<file path="config.mk">
export PLATFORM = sky130hd
export DESIGN_NAME = code_lock
export DESIGN_NICKNAME = d
export VERILOG_FILES = /design/src/rtl/code_lock.sv
export SDC_FILE = /design/constraint.sdc
export NUM_CORES = 1
export LEC_CHECK = 0
export CORE_ASPECT_RATIO = 1.75
export CORE_MARGIN = 3
export CORE_UTILIZATION = 30
export CTS_CLUSTER_DIAMETER = 120
export DETAILED_ROUTE_END_ITERATION = 12
export SLEW_MARGIN = 5
export SYNTH_ARGS = -nofsm -noshare
export SYNTH_HDL_FRONTEND = slang
export SYNTH_SLANG_ARGS = --single-unit
</file>
<file path="constraint.sdc">
create_clock -name clk -period 1.93 [get_ports clk]
set_clock_uncertainty 0.05 [all_clocks]
set_input_delay 0.386 -clock clk [delete_from_list [all_inputs] [get_ports clk]]
set_output_delay 0.386 -clock clk [all_outputs]
set_load 0.01 [all_outputs]
</file>
<file path="src/rtl/code_lock.sv">
// rtl/code_lock.sv - digit-entry code lock with try limit, timed unlock and lockout.
// Optional CODE_LOCK_PROG_EN adds prog_req and a PROG state that rewrites the stored code.
module code_lock #(
  parameter int DIGIT_W        = 4,
  parameter int NUM_DIGITS     = 4,
  parameter int MAX_TRIES      = 3,
  parameter int UNLOCK_CYCLES  = 8,
  parameter int LOCKOUT_CYCLES = 16,
  parameter logic [DIGIT_W*NUM_DIGITS-1:0] DEFAULT_CODE = 16'h1234
) (
  input  logic                                clk,
  input  logic                                reset,
  input  logic                                key_valid,
  input  logic [DIGIT_W-1:0]                  key_data,
  input  logic                                key_clear,
`ifdef CODE_LOCK_PROG_EN
  input  logic                                prog_req,
`endif
  output logic                                unlock,
  output logic                                locked_out,
  output logic                                fail,
  output logic [$clog2(NUM_DIGITS+1)-1:0]     digit_cnt,
  output logic [$clog2(MAX_TRIES+1)-1:0]      tries_left
);

  localparam int CW      = DIGIT_W * NUM_DIGITS;
  localparam int CNT_W   = $clog2(NUM_DIGITS + 1);
  localparam int TRY_W   = $clog2(MAX_TRIES + 1);
  localparam int DUR_MAX = (UNLOCK_CYCLES > LOCKOUT_CYCLES) ? UNLOCK_CYCLES : LOCKOUT_CYCLES;
  localparam int DUR_W   = (DUR_MAX > 1) ? $clog2(DUR_MAX) : 1;

  typedef enum logic [2:0] {
    S_IDLE,
    S_ENTRY,
    S_UNLOCK,
`ifdef CODE_LOCK_PROG_EN
    S_LOCKOUT,
    S_PROG
`else
    S_LOCKOUT
`endif
  } state_t;

  state_t             state_q, state_d;
  logic [CNT_W-1:0]   cnt_q, cnt_d;
  logic [CW-1:0]      buf_q, buf_d;
  logic [TRY_W-1:0]   tries_q, tries_d;
  logic [DUR_W-1:0]   dur_q, dur_d;
  logic               fail_q, fail_d;
  logic [CW-1:0]      code;
  logic [CW-1:0]      full_entry;
  logic               last_digit;

`ifdef CODE_LOCK_PROG_EN
  logic [CW-1:0]      code_q, code_d;
  assign code = code_q;
`else
  assign code = DEFAULT_CODE;
`endif

  // Buffered digits shifted up with the incoming digit as the LS digit.
  assign full_entry = (buf_q << DIGIT_W) | CW'(key_data);
  assign last_digit = (cnt_q == CNT_W'(NUM_DIGITS - 1));

  always_ff @(posedge clk) begin
    if (reset) begin
      state_q <= S_IDLE;
      cnt_q   <= '0;
      buf_q   <= '0;
      tries_q <= TRY_W'(MAX_TRIES);
      dur_q   <= '0;
      fail_q  <= 1'b0;
`ifdef CODE_LOCK_PROG_EN
      code_q  <= DEFAULT_CODE;
`endif
    end else begin
      state_q <= state_d;
      cnt_q   <= cnt_d;
      buf_q   <= buf_d;
      tries_q <= tries_d;
      dur_q   <= dur_d;
      fail_q  <= fail_d;
`ifdef CODE_LOCK_PROG_EN
      code_q  <= code_d;
`endif
    end
  end

  always_comb begin
    state_d = state_q;
    cnt_d   = cnt_q;
    buf_d   = buf_q;
    tries_d = tries_q;
    dur_d   = dur_q;
    fail_d  = 1'b0;
`ifdef CODE_LOCK_PROG_EN
    code_d  = code_q;
`endif
    case (state_q)
      S_IDLE, S_ENTRY: begin
        if (key_clear) begin
          state_d = S_IDLE;
          cnt_d   = '0;
          buf_d   = '0;
        end else if (key_valid) begin
          if (last_digit) begin
            cnt_d = '0;
            buf_d = '0;
            if (full_entry == code) begin
              state_d = S_UNLOCK;
              dur_d   = DUR_W'(UNLOCK_CYCLES - 1);
              tries_d = TRY_W'(MAX_TRIES);
            end else begin
              fail_d  = 1'b1;
              tries_d = tries_q - TRY_W'(1);
              if (tries_q == TRY_W'(1)) begin
                state_d = S_LOCKOUT;
                dur_d   = DUR_W'(LOCKOUT_CYCLES - 1);
              end else begin
                state_d = S_IDLE;
              end
            end
          end else begin
            state_d = S_ENTRY;
            cnt_d   = cnt_q + CNT_W'(1);
            buf_d   = full_entry;
          end
        end
      end
      S_UNLOCK: begin
`ifdef CODE_LOCK_PROG_EN
        if (prog_req) begin
          state_d = S_PROG;
          cnt_d   = '0;
          buf_d   = '0;
        end else
`endif
        if (dur_q == '0) begin
          state_d = S_IDLE;
        end else begin
          dur_d = dur_q - DUR_W'(1);
        end
      end
      S_LOCKOUT: begin
        if (dur_q == '0) begin
          state_d = S_IDLE;
          tries_d = TRY_W'(MAX_TRIES);
        end else begin
          dur_d = dur_q - DUR_W'(1);
        end
      end
`ifdef CODE_LOCK_PROG_EN
      S_PROG: begin
        if (key_clear) begin
          state_d = S_IDLE;
          cnt_d   = '0;
          buf_d   = '0;
        end else if (key_valid) begin
          if (last_digit) begin
            state_d = S_IDLE;
            code_d  = full_entry;
            cnt_d   = '0;
            buf_d   = '0;
          end else begin
            cnt_d = cnt_q + CNT_W'(1);
            buf_d = full_entry;
          end
        end
      end
`endif
      default: state_d = S_IDLE;
    endcase
  end

  always_comb begin
    unlock     = (state_q == S_UNLOCK);
    locked_out = (state_q == S_LOCKOUT);
    fail       = fail_q;
    digit_cnt  = cnt_q;
    tries_left = tries_q;
  end

endmodule

</file>
## Word-level counts from Yosys, hierarchy flattened

Cells that the tools add are included.

| storage, ports and cells | value |
|---|---|
| output and inout bits | 8 |
| flip-flop bits (word level) | 25 |

| operators by class | value |
|---|---|
| mux-type cells | 27 |
| bitwise gates (word level) | 4 |
| equal/unequal tests | 14 |
| $add $sub $neg | 3 |
| reduce and logical (&&, ||, !) cells | 12 |

Operators with widths:

| cell | number |
|---|---|
| $mux 12 | 3 |
| $mux 4 | 6 |
| $mux 3 | 7 |
| $eq 16x13->1 const B | 1 |
| $or 16x4->16 | 1 |
| $mux 2 | 7 |
| $eq 3x2->1 const B | 3 |
| $ne 2x2->1 const B | 4 |
| $pmux 4 s2 | 1 |
| $ne 3x3->1 const B | 2 |
| $pmux 3 s2 | 1 |
| $reduce_and 6->1 | 1 |
| $reduce_bool 2->1 | 3 |
| $reduce_and 5->1 | 1 |
| $reduce_or 5->1 | 1 |
| $logic_not 4->1 | 1 |
| $ne 2x1->1 const B | 2 |
| $pmux 2 s2 | 1 |
| $reduce_and 2->1 | 2 |
| $reduce_or 2->1 | 2 |
| $sub 4x1->4 const B | 1 |
| $add 3x1->3 const B | 1 |
| $eq 3x1->1 const B | 1 |
| $logic_not 3->1 | 1 |
| 4 further kinds | 6 |

## Longest topological paths before layout

Gate-level depths: netlist (run 1).

| logic depth | value |
|---|---|
| word-level depth | 7 |
| depth in mapped cells | 6 |
| mapped depth without buffers | 6 |

## Worst setup path before layout (run 1)

OpenSTA, ideal clock, no wires.

| path | value |
|---|---|
| path kind | register to register |
| start | reg dur_q[0] |
| end | reg dur_q[0] |
| slack | 434 ps |
| data required time | 1,765 ps |
| arrival time | 1,331 ps |
| cell stages (with the launch flop) | 7 |
| library setup time | 115 ps |
| cell sequence | dfxtp_1 -> inv_1 -> ha_1 -> or3b_4 -> a21oi_1 -> a22oi_2 -> o21a_1 |

| on the way | value |
|---|---|
| cells in the longest elaborated chain, start to end | 3 |
| elaborated cells on any way between the ends | 6 |
| those cells by class | add/sub: 1; eq/ne: 1; mux: 2; reduce/logical: 2 |

Ends and longest elaborated chain:

| what | line | RTL |
|---|---|---|
| start, declared | 48 | `logic [DUR_W-1:0] dur_q, dur_d;` |
| start signal, assigned | 81 | `dur_q <= dur_d;` |
| $sub 4x1->4 or $logic_not 4->1 (tied branches) | n/a |  |
| $mux 4 or $ne 2x2->1 (tied branches) | n/a |  |
| $pmux 4 s2 or $reduce_and 6->1 (tied branches) | n/a |  |

Parallel ways exist; a longest one is shown, timed or not. The select of a mux whose other input is x is not followed.
A chain may end at the register's enable or synchronous reset.

## Worst setup path in the final report (run 1)

| path | value |
|---|---|
| start | reg state_q[0] |
| end | out locked_out |

| on the way | value |
|---|---|
| cells in the longest elaborated chain, start to end | 1 |

Ends and longest elaborated chain:

| what | line | RTL |
|---|---|---|
| start, declared | 44 | `state_t state_q, state_d;` |
| start signal, assigned | 77 | `state_q <= state_d;` |
| $eq 3x2->1 | 177 | `locked_out = (state_q == S_LOCKOUT);` |
| end, declared | 20 | `output logic locked_out,` |

No other way between the ends.

==> results by stage, run 1 <==
Clocking:
- For this design, the CTS-stage hold fixing added 0 buffers.
- The clock tree from TritonCTS is built.
- In this run, post-CTS repair resized a total of 0 instances.
- The clock network latency to the later pin of the worst-skew pair is 270 ps.
- Post-CTS timing repair inserted 0 buffers for setup.
- Clock-pin slew was measured on the worst setup and hold paths at 80 ps.
- The number of clock sinks is 24.
- The tree is rooted in a sky130_fd_sc_hd__clkbuf_8.
- The clock tree buffer depth is 2.
- The TritonCTS buffer count is 3.
- The H-tree depth is 1.

Finish:
- The most frequent standard cell in the layout excluding fill and tap cells is sky130_fd_sc_hd__dfxtp_1.
- The finished cells cover 1420 sq um.
- The area added between synthesis and finish is 25.7%.
- Leaving out fill and tap cells, the most frequent cells in the layout are 24 x sky130_fd_sc_hd__dfxtp_1, 17 x sky130_fd_sc_hd__nor2_1, 15 x sky130_fd_sc_hd__clkdlybuf4s50_1.
- After the last flow step, the layout net total stands at 150.
- The ratio of cells with drive above 1 in the final layout is 18.8%.
- After filler insertion, the fill cell instance count of the layout stands at 367.
- The count of inserted antenna diode cells is 0.

Global route:
- The via count of the first global-routing pass is 1017.
- The first global-routing pass estimated 4.57 mm of wire.
- The initial antenna violation count is 0.
- The all-layer global routing usage is 13.2%.
- The pin count of the biggest net entering global routing is 16.
- The total overflow left after global routing is 0.

Logic synthesis:
- The number of different library cells used by synthesis comes to 39.
- The net count after synthesis is 127.
- The synthesized netlist occupies a cell area of 1130 sq um.
- The average cell area after synthesis is 9.75 sq um.
- Summing the sequential cell areas from Yosys gives 42.5% of the chip area.
- The top cell type by total area after synthesis is sky130_fd_sc_hd__dfxtp_1.
- Yosys attributes the largest share of cell area to sky130_fd_sc_hd__dfxtp_1 42%, sky130_fd_sc_hd__a22oi_1 8.0%, sky130_fd_sc_hd__nor2_1 5.6%, sky130_fd_sc_hd__nor4b_2 4.0%, sky130_fd_sc_hd__ha_1 3.3%.
- Yosys printed 0 warnings.
- The area share of the largest cell type after synthesis is 42.5%.
- The cell count after synthesis is 116.
- The total of flip-flops plus latches after synthesis is 24.

Die:
- The count of pins on the block boundary is 16.
- For this configuration, the core starts out at a cell density of 32.3%.
- The placement row count is 28.
- The vertical extent of the die is 87.2 microns.
- The horizontal die dimension is 52.4 microns.
- The floorplan step defined a core boundary enclosing 3500 sq um.
- The floorplan die area is 4570 sq um.

Detailed routing:
- The routed wire length per instance is 13.8 microns.
- In the routed layout, each cell is associated on average with a via count of 5.21.
- In this run, the number of DRC markers left after iteration 0 of detailed routing was 20.
- For this run, design rule violations remaining after detail routing come to 0.
- For this block, the routed nets add up to 2.52 mm of wire.
- Before antenna repair, the detailed router went through 4 iterations.
- The overall via count from detail_route is 954.
- The count of nets left with antenna violations once routing finished came out at 0.

Setup path:
- The classification of the worst setup path is flip-flop to output port.
- The worst setup path is launched from a flip-flop.
- Of all nets on the critical path, the largest fanout is 3.
- The signal arrival time at the worst endpoint is 1400 ps.
- The critical path's slowest cell is sky130_fd_sc_hd__clkdlybuf4s50_1.
- STA puts the critical path data required time at 1490 ps.
- The sort of element at the end of the critical path is an output port.
- The largest stage delay on the critical path is 540 ps.
- The signal on the critical path passes through nand2_1, inv_1, clkdlybuf4s50_1.

Placement:
- Prior to clock tree synthesis, the placed netlist has a worst setup slack of -63.8 ps.
- The final weighted congestion in routability-driven placement is 0.813.
- The HPWL after detailed placement is 1.97 mm.
- The post-placement cell area is 1370 sq um.
- The count of input and output buffers is 15.

Timing:
- Setup repair after global routing left no endpoint under its margin.
- The final cycle utilization of the critical path is 95.0%.
- In the post-route analysis, the smallest setup slack over all paths is 96.2 ps.
- Headroom to the max-slew limit came out at 81.1%.
- The number of hold violations in the final report is 0.
- The number of slew-limit violations in the final report is 0.
- The time the final worst path needs with I/O delays and setup is 1830 ps.
- Setup violations remaining at the end of the flow were counted as 0.
- The pin slew with the least headroom to its limit is 283 ps.
- Timing would allow up to 545 MHz.

Pwr:
- Power spread over the standard cell area amounts to 647 nW/um^2.
- The standby leakage power is 0.000528 uW.
- IR analysis of the VDD net gives a maximum drop of 457 uV.
- The design draws 919 uW.

Run:
- Max-cap violations in this run came to 0.

Status:
- The flow ran to the end, and the final reports show no timing, DRC or antenna violations.

Worst hold path:
- The path class of the tightest hold or removal check is flip-flop to flip-flop.
-- final timing paths --
kind                    from          to  slack [ps]  cells after the start
setup / recovery  state_q[0]  locked_out         100                      3
hold / removal    state_q[0]  state_q[0]         450                      2
setup reg to reg    dur_q[0]    dur_q[0]         300                      6
hold reg to reg   state_q[0]  state_q[0]         450                      2
-- critical path, delay by kind of cell, from the launching register on --
| family | cells | cell delay, ps |
|---|---|---|
| buffers and inverters | 2 | 650 |
| and+or+nand+nor | 1 | 130 |
| DFF | 1 | 360 |
-- registers in the layout, indices dropped and copies added, names as in the netlist --
register	cells
buf_q	12
dur_q	4
digit_cnt	3
state_q	2
tries_left	2
fail	1
-- kinds of logic after synthesis --
kind of cell	count (synthesis)	share of synthesized area, %
buf+inv	10	4.76
compound gates	33	21.5
xor+xnor	1	0.774
flops	24	42.5
fa+ha+maj	3	3.32
mux	2	1.77
simple gates	43	25.4
-- power by group --
part | switching, uW | internal (uW) | leakage, uW
combinational | 36.5 | 36.4 | 0.000305
sequential | 4.96 | 501 | 0.000194
clock | 158 | 182 | 0.0000288
-- final cells by class --
class                           instances  area, sq um  share of cell area, %
Timing Repair Buffer                   24          218                   15.3
Inverter                                4         15.0                   1.06
Clock buffer                            4         55.1                   3.87
Tap cell                               45         56.3                   3.96
Sequential cell                        24          480                   33.8
Multi-Input combinational cell         82          597                   42.0
-- cells in the mapped netlist --
master,instances
sky130_fd_sc_hd__o21ai_1,1
sky130_fd_sc_hd__nor2_8,1
sky130_fd_sc_hd__a21oi_1,6
sky130_fd_sc_hd__dfxtp_1,24
sky130_fd_sc_hd__nor3_1,2
sky130_fd_sc_hd__and4_1,2
sky130_fd_sc_hd__a22oi_2,2
sky130_fd_sc_hd__nor2_4,1
sky130_fd_sc_hd__nor2b_1,1
sky130_fd_sc_hd__and2_1,1
sky130_fd_sc_hd__nor4b_2,3
sky130_fd_sc_hd__ha_1,3
sky130_fd_sc_hd__mux2i_1,2
sky130_fd_sc_hd__or3b_4,2
sky130_fd_sc_hd__nor2_2,1
sky130_fd_sc_hd__nor3b_1,2
sky130_fd_sc_hd__o21ai_2,1
sky130_fd_sc_hd__a31oi_1,2
sky130_fd_sc_hd__o22ai_1,1
sky130_fd_sc_hd__nand2b_1,2
sky130_fd_sc_hd__nand4_1,1
sky130_fd_sc_hd__a221oi_2,1
sky130_fd_sc_hd__inv_1,4
sky130_fd_sc_hd__xnor2_1,1
sky130_fd_sc_hd__and4bb_2,1
sky130_fd_sc_hd__o21ai_0,1
sky130_fd_sc_hd__nand2_1,3
sky130_fd_sc_hd__buf_8,1
sky130_fd_sc_hd__o21bai_1,3
sky130_fd_sc_hd__a22oi_1,12
sky130_fd_sc_hd__o21a_1,2
sky130_fd_sc_hd__buf_4,1
sky130_fd_sc_hd__nor4_1,1
sky130_fd_sc_hd__clkbuf_1,3
sky130_fd_sc_hd__nor2_1,17
sky130_fd_sc_hd__o31ai_1,1
sky130_fd_sc_hd__or4_1,1
sky130_fd_sc_hd__buf_2,1
sky130_fd_sc_hd__and2b_1,1
-- layer usage --
metal  vias to the layer above  track usage, %  wire (microns)
met2                        22            21.6            1300
met4                         0            9.53             139
li1                        466               -               -
met3                        12            1.72              70
met1                       454            15.3            1010
met5                         -               0               0
-- per-stage QoR --
step           hold WS [ps]  util (%)  setup TNS, ps  instances
6_report                451      40.6              0        183
5_1_grt                 496      40.6              0        183
4_1_cts                 458      40.6              0        183
3_5_place_dp            446      39.0           -172        179
3_3_place_gp            432      39.0          -65.2        179
2_1_floorplan           414         -              0        116
Power figures use the tool's default switching activity.
==> inputs of run 2 (changes only) <==
--- a/config.mk
+++ b/config.mk
@@ -5,11 +5,13 @@
 export SDC_FILE = /design/constraint.sdc
 export NUM_CORES = 1
 export LEC_CHECK = 0
+export ABC_CLOCK_PERIOD_IN_PS = 1930
 export CORE_ASPECT_RATIO = 1.75
-export CORE_MARGIN = 3
+export CORE_MARGIN = 2
 export CORE_UTILIZATION = 30
 export CTS_CLUSTER_DIAMETER = 120
 export DETAILED_ROUTE_END_ITERATION = 12
+export SETUP_SLACK_MARGIN = 0.2
 export SLEW_MARGIN = 5
 export SYNTH_ARGS = -nofsm -noshare
 export SYNTH_HDL_FRONTEND = slang
==> run 2 against run 1 <==
  * Critical path type is now input port to flip-flop
  * Critical path depth is 2 higher
  * Total power grew 11%
  * Routed wire length fell by 2.8%
  * Critical endpoint is now dur_q[3]
  * Maximum frequency increased by 11%
  * Worst hold slack got worse by 3.7 ps
  * Via count decreased by 4.0%
  * Global-route usage shrank 0.67 points
==> results by stage, run 2 (synthesized netlist as in run 1, its figures left out) <==
Status:
- The run finished with clean final reports.

Placement:
- The count of input and output buffers is 15 (unchanged).
- The HPWL after detailed placement is 1.87 mm (-4.9%).
- The post-placement cell count is 179 (unchanged).
- The final weighted congestion in routability-driven placement is 0.885 (+8.8%).

Timing:
- Setup repair after global routing could not meet its margin everywhere.
- The pin slew with the least headroom to its limit is 272 ps (-10.5 ps).
- The number of hold violations in the final report is 0 (unchanged).
- The number of slew-limit violations in the final report was 0 (unchanged).
- The setup violation total in the final timing report is 0 (unchanged).
- The worst relative slew slack is 81.8% (+0.66 points).
- The final cycle utilization of the critical path is 85.9% (-9.1 points).
- The maximum clock frequency is 603 MHz (+11%).
- The time the final worst path needs with I/O delays and setup is 1660 ps (-176 ps).

Global route:
- The aggregate global routing overflow is 0 (unchanged).
- The global-route wire length before repair is 4.20 mm (-8.1%).
- The pin count of the biggest net entering global routing is 22 (+6).
- The initial antenna violation count was 0 (unchanged).
- The via count of the first global-routing pass is 933 (-8.3%).
- The all-layer global routing usage was 12.5% (-0.67 points).

Finish:
- Relative to the synthesized area, the layout overhead comes to 27.8%.
- Ranked by flip-flop count, first place goes to buf_q.
- The final cell utilization of the core came to 39.8% (-0.74 points).
- The number of cells in the finished layout apart from fillers was 183 (unchanged).
- The number of flip-flops in the largest register came to 12 (unchanged).
- The count of inserted antenna diode cells is 0 (unchanged).
- The count of nets after finishing is 149 (-0.67%).
- The ratio of cells with drive above 1 in the final layout is 20.4% (+1.6 points).
- Leaving out fill and tap cells, the most frequent cell in the layout is sky130_fd_sc_hd__dfxtp_1.
- In the layout the commonest cells are 23 x sky130_fd_sc_hd__dfxtp_1, 17 x sky130_fd_sc_hd__nor2_1, 12 x sky130_fd_sc_hd__a22oi_1.

Run:
- The max-capacitance violation count is 0 (unchanged).

Worst hold path:
- The hold path startpoint is state_q[0].
- The worst hold path terminates at state_q[0].
- The hold path depth came to 2 (unchanged).
- The tightest min-delay check is of the flip-flop to flip-flop type.

Setup path:
- The buffers plus inverters on the worst setup path is 1 (-1).
- The signal arrival time at the worst endpoint is 1800 ps (+400 ps).
- The count of cells along the worst register-to-register path is 6 (unchanged).
- The critical path's slowest cell is sky130_fd_sc_hd__clkdlybuf4s50_1.
- STA classifies the critical path endpoint as a flip-flop.
- The worst reg-to-reg setup slack is 310 ps (about the same).
- The first element of the critical path is key_data[1].
- The worst register-to-register path ends at state_q[0].
- The startpoint identified for the worst register-to-register timing path is dur_q[0].
- Traced cell by cell, the critical path runs through clkdlybuf4s50_1, nor4b_2, nand4_1, a22oi_2, mux2i_1.
- The peak fanout along the critical path is 4 (+1).
- The required time reported for the critical path endpoint came to 2080 ps (+590 ps).
- The kind of start point of the critical path is an input port.
- In this design, the largest share of critical-path delay is due to simple AND/OR/NAND/NOR gates.
- The classification of the worst setup path is input port to flip-flop.
- The largest stage delay on the critical path is 430 ps (-110 ps).

Detailed routing:
- The final routed DRC violation total is 0 (unchanged).
- The routed wire length per instance came to 13.4 microns (-2.8%).
- The routed via count divided by cell count is 5.01 (-4.0%).
- The overall via count from detail_route came to 916 (-4.0%).
- The first-pass iteration count of the detailed router is 4 (unchanged).
- The remaining number of nets flagged by the antenna check after routing is 0 (unchanged).
- The overall routed net length is 2.45 mm (-2.8%).
- The number of DRC violations after detailed-routing iteration 0 is 20 (unchanged).

Clocking:
- The post-CTS setup-driven buffer insertion count was 0 (unchanged).
- The clock-pin slew on the worst setup and hold paths is 80 ps (about the same).
- The clock network latency to the later pin of the worst-skew pair came to 270 ps (about the same).
- TritonCTS built the clock tree.
- The number of clock sinks is 24 (unchanged).
- The quantity of hold-fixing buffers added after cts is 0 (unchanged).
- The H-tree depth is 1 (unchanged).
- The tree is rooted in a sky130_fd_sc_hd__clkbuf_8.
- The TritonCTS buffer count is 3 (unchanged).
- The clock tree buffer depth is 2 (unchanged).

Die:
- The placement row count is 29 (+3.6%).
- The placeable core region was 3630 sq um (+3.6%).
- The initial cell density of the core is 31.2% (-1.1 points).
- The count of pins on the block boundary was 16 (unchanged).
- The vertical extent of the die came to 85.2 microns (-2.3%).
- The floorplan die area is 4300 sq um (-6.0%).
- The horizontal die dimension was 50.4 microns (-3.8%).

Pwr:
- The largest voltage drop on the vdd net was 474 uV (+3.7%).
- The standby leakage power is 0.000563 uW (+6.8%).
- The power density relative to cell area came to 705 nW/um^2 (+9.0%).
- The total power after layout came to 1020 uW (+11%).
[run 2: how the worst max path moves through the flow]
stage / to / depth (start not counted)
floorplan: dur_q[0] / 6
global placement: tries_left[1] / 5
detailed placement: dur_q[3] / 5
CTS: dur_q[3] / 5
global route: dur_q[3] / 5
finish: dur_q[3] / 5
[run 2: worst register-to-register path, delay by kind of cell, from the launching register on]
family / cells / cell delay, ps
DFF: 1 / 350
buffers and inverters: 1 / 60
and+or+nand+nor: 2 / 630
adders and majority gates: 1 / 180
AOI/OAI and AO/OA: 2 / 230
[run 2: final cells by class]
class	count	area, sq um
Fill cell	368	2180
Multi-Input combinational cell	82	607
Sequential cell	24	482
Timing Repair Buffer	23	213
Tap cell	46	57.6
Clock buffer	3	41.3
Clock inverter	1	30.0
Inverter	4	15.0
[run 2: report_power, final]
| group | switching, uW | internal (uW) | total, uW |
|---|---|---|---|
| Clock | 166 | 277 | 444 |
| Combinational | 35.7 | 33.8 | 69.5 |
| Sequential | 5.29 | 501 | 506 |
| Total | 207 | 812 | 1020 |
[run 2: repair_timing]
item | CTS | global route
pin swaps | 0 | 5
resized for setup | 3 | 4
setup endpoints to repair | 2 | 6
[run 2: per-layer routing]
| layer | wire length, microns | global-route usage [%] | part of all wire (%) |
|---|---|---|---|
| met5 | 0 | 0 | 0 |
| met1 | 983 | 14.4 | 40 |
| met3 | 65 | 1.94 | 2.7 |
| met2 | 1350 | 21.5 | 55 |
| met4 | 51 | 7.13 | 2.1 |
[run 2: through the flow]
stage               hold slack, ps  TNS (ps)  setup WS (ps)  area (sq um)
global route                   484         0            160          1450
floorplan                      414         0            434          1130
global placement               434     -62.5          -29.8          1360
CTS                            452         0            225          1430
finish                         448         0            273          1450
detailed placement             442      -142          -70.7          1360
==> inputs of run 3 (changes only) <==
--- a/config.mk
+++ b/config.mk
@@ -5,12 +5,14 @@
 export SDC_FILE = /design/constraint.sdc
 export NUM_CORES = 1
 export LEC_CHECK = 0
-export ABC_CLOCK_PERIOD_IN_PS = 1930
+export CELL_PAD_IN_SITES_DETAIL_PLACEMENT = 0
+export CELL_PAD_IN_SITES_GLOBAL_PLACEMENT = 1
 export CORE_ASPECT_RATIO = 1.75
 export CORE_MARGIN = 2
 export CORE_UTILIZATION = 30
 export CTS_CLUSTER_DIAMETER = 120
 export DETAILED_ROUTE_END_ITERATION = 12
+export PLACE_DENSITY_LB_ADDON = 0.1
 export SETUP_SLACK_MARGIN = 0.2
 export SLEW_MARGIN = 5
 export SYNTH_ARGS = -nofsm -noshare
==> run 3 against run 2 <==
  * Worst setup slack lost 22 ps
  * Utilization grew 1.1 points
  * Routed wire length grew 2.5%
  * Largest cell class unchanged
==> results by stage, run 3 (synthesized netlist as in run 1, its figures left out) <==
Setup path:
- The signal arrival time at the worst endpoint came to 1820 ps (+20 ps).
- The first element of the critical path is key_clear.
- The count of cells along the worst register-to-register path is 6 (unchanged).
- The kind of start point of the critical path is an input port.
- The critical path goes through clkdlybuf4s50_1, or3b_4, nor2_8, a31oi_2, a21oi_1.
- The required time reported for the critical path endpoint is 2070 ps (about the same).
- The peak fanout along the critical path came to 14 (+10).
- The launching point of the worst reg2reg path is dur_q[0].
- The worst reg-to-reg setup slack was 300 ps (about the same).
- STA classifies the critical path endpoint as a flip-flop.
- In this run the critical register-to-register path is captured at dur_q[0].
- The worst setup path is of the input port to flip-flop kind.
- Following the worst setup path forward leads to its endpoint at state_q[0].
- The slowest stage of the critical path belongs to the cell sky130_fd_sc_hd__clkdlybuf4s50_1.
- The largest stage delay on the critical path is 490 ps (+60 ps).

Status:
- The flow ran to the end, and the final reports show no timing, DRC or antenna violations.

Timing:
- The pin slew with the least headroom to its limit was 288 ps (+15.8 ps).
- The setup violation total in the final timing report is 0 (unchanged).
- The worst relative slew slack came to 80.7% (-1.1 points).
- Setup repair after global routing could not meet its margin everywhere.
- The time the final worst path needs with I/O delays and setup was 1680 ps (+21.8 ps).
- The final cycle utilization of the critical path is 87.0% (+1.1 points).
- The number of slew-limit violations in the final report came to 0 (unchanged).
- The maximum clock frequency came to 596 MHz (-1.3%).
- The number of hold violations in the final report is 0 (unchanged).
- The total negative setup slack is 0 ps (unchanged).

Finish:
- Leaving out fill and tap cells, the most frequent cells in the layout are 23 x sky130_fd_sc_hd__dfxtp_1, 17 x sky130_fd_sc_hd__nor2_1, 13 x sky130_fd_sc_hd__buf_4.
- The count of inserted antenna diode cells was 0 (unchanged).
- The area of all placed cells without fillers is 1480 sq um (+2.7%).
- Leaving out fill and tap cells, the most frequent cell in the layout is sky130_fd_sc_hd__dfxtp_1.
- The ratio of cells with drive above 1 in the final layout was 24.1% (+3.7 points).
- The number of filler cells placed in the layout is 378 (+2.7%).
- The final cell utilization of the core was 40.9% (+1.1 points).
- The number of flip-flops in the largest register came to 12 (unchanged).
- The register ranked first by flip-flop count is buf_q.
- The count of nets after finishing is 154 (+3.4%).
- From synthesis to final layout, the design area changed by 31.2%.

Global route:
- The all-layer global routing usage came to 12.6% (+0.090 points).
- The initial antenna violation count came to 0 (unchanged).
- The aggregate global routing overflow came to 0 (unchanged).
- The global-route wire length before repair is 4.15 mm (-1.2%).
- The via count of the first global-routing pass is 914 (-2.0%).
- The pin count of the biggest net entering global routing is 16 (-27%).

Die:
- The floorplan die area was 4300 sq um (unchanged).
- The placeable core region is 3630 sq um (unchanged).
- The count of pins on the block boundary is 16 (unchanged).
- The placement row count is 29 (unchanged).
- The horizontal die dimension is 50.4 microns (unchanged).
- The vertical extent of the die is 85.2 microns (unchanged).
- The initial cell density of the core came to 31.2% (unchanged).

Clocking:
- The number of clock sinks is 24 (unchanged).
- The clock tree from TritonCTS is built.
- The TritonCTS buffer count is 3 (unchanged).
- The clock-pin slew on the worst setup and hold paths is 80 ps (about the same).
- The clock tree buffer depth is 2 (unchanged).
- The quantity of hold-fixing buffers added after cts was 0 (unchanged).
- The H-tree depth came to 1 (unchanged).
- The tree is rooted in a sky130_fd_sc_hd__clkbuf_8.
- The clock network latency to the later pin of the worst-skew pair is 260 ps (about the same).

Pwr:
- The power density relative to cell area is 585 nW/um^2 (-17%).
- The largest voltage drop on the vdd net is 449 uV (-5.4%).
- The standby leakage power is 0.000587 uW (+4.2%).

Detailed routing:
- The routed wire length per instance is 13.4 microns (+0.34%).
- The number of DRC violations after detailed-routing iteration 0 is 17 (-15%).
- The overall routed net length is 2.51 mm (+2.5%).
- The final routed DRC violation total is 0 (unchanged).
- The overall via count from detail_route is 944 (+3.1%).
- The first-pass iteration count of the detailed router is 4 (unchanged).
- The routed via count divided by cell count came to 5.05 (+0.85%).
- The remaining number of nets flagged by the antenna check after routing is 0 (unchanged).

Worst hold path:
- The hold path depth came to 3 (+1).
- The path class of the tightest hold or removal check is input port to flip-flop.

Placement:
- The count of input and output buffers came to 15 (unchanged).
- The final weighted congestion in routability-driven placement came to 0.788 (-11%).
- The HPWL after detailed placement is 2.00 mm (+7.1%).
- The post-placement cell area is 1400 sq um (+2.8%).

Run:
- The max-capacitance violation count is 0 (unchanged).
[run 3: metrics by stage]
stage | power (uW) | hold slack, ps | worst slack, ps | instances
6_report | 869 | 445 | 251 | 187
5_1_grt | 914 | 481 | 198 | 187
4_1_cts | 887 | 453 | 242 | 187
3_5_place_dp | 597 | 441 | -50.5 | 184
3_3_place_gp | 596 | 438 | -6.68 | 184
2_1_floorplan | 558 | 414 | 434 | 116
[run 3: cell type report]
type	instances	area [sq um]	share of cell area (%)
Multi-Input combinational cell	82	633	42.7
Sequential cell	24	484	32.6
Timing Repair Buffer	28	253	17.0
Tap cell	46	57.6	3.88
Clock buffer	3	41.3	2.78
Inverter	4	15.0	1.01
[run 3: repair_timing]
item	4_1_cts	5_1_grt
gates resized for setup	4	10
pin swaps	0	3
setup endpoints to repair	2	4
setup buffers	0	0
hold endpoints to repair	0	0
[run 3: worst min path at each step]
stage,from,slack (ps),end
3_5_place_dp,digit_cnt[2],440,digit_cnt[2]
6_report,key_data[0],450,buf_q[0]
5_1_grt,digit_cnt[2],480,digit_cnt[2]
2_1_floorplan,state_q[0],410,state_q[0]
4_1_cts,digit_cnt[2],450,digit_cnt[2]
3_3_place_gp,digit_cnt[2],440,digit_cnt[2]
[run 3: metal layers]
layer / GRT usage, % / wire length [microns] / vias to the layer above
met5: 0 / 0 / -
met4: 5.16 / 24 / 0
met3: 1.58 / 42 / 2
met2: 24.5 / 1500 / 9
met1: 13.1 / 949 / 455
li1: - / - / 478
[run 3: power by group]
part	switching [uW]	internal (uW)	total, uW
Sequential	5.06	499	504
Combinational	40.0	41.0	81.0
Clock	144	139	283
[run 3: worst max-delay path: cells and delay by family]
kind,cells,cell delay [ps]
AO/OA/AOI/OAI,2,210
buffers and inverters,1,490
AND/OR/NAND/NOR,2,730
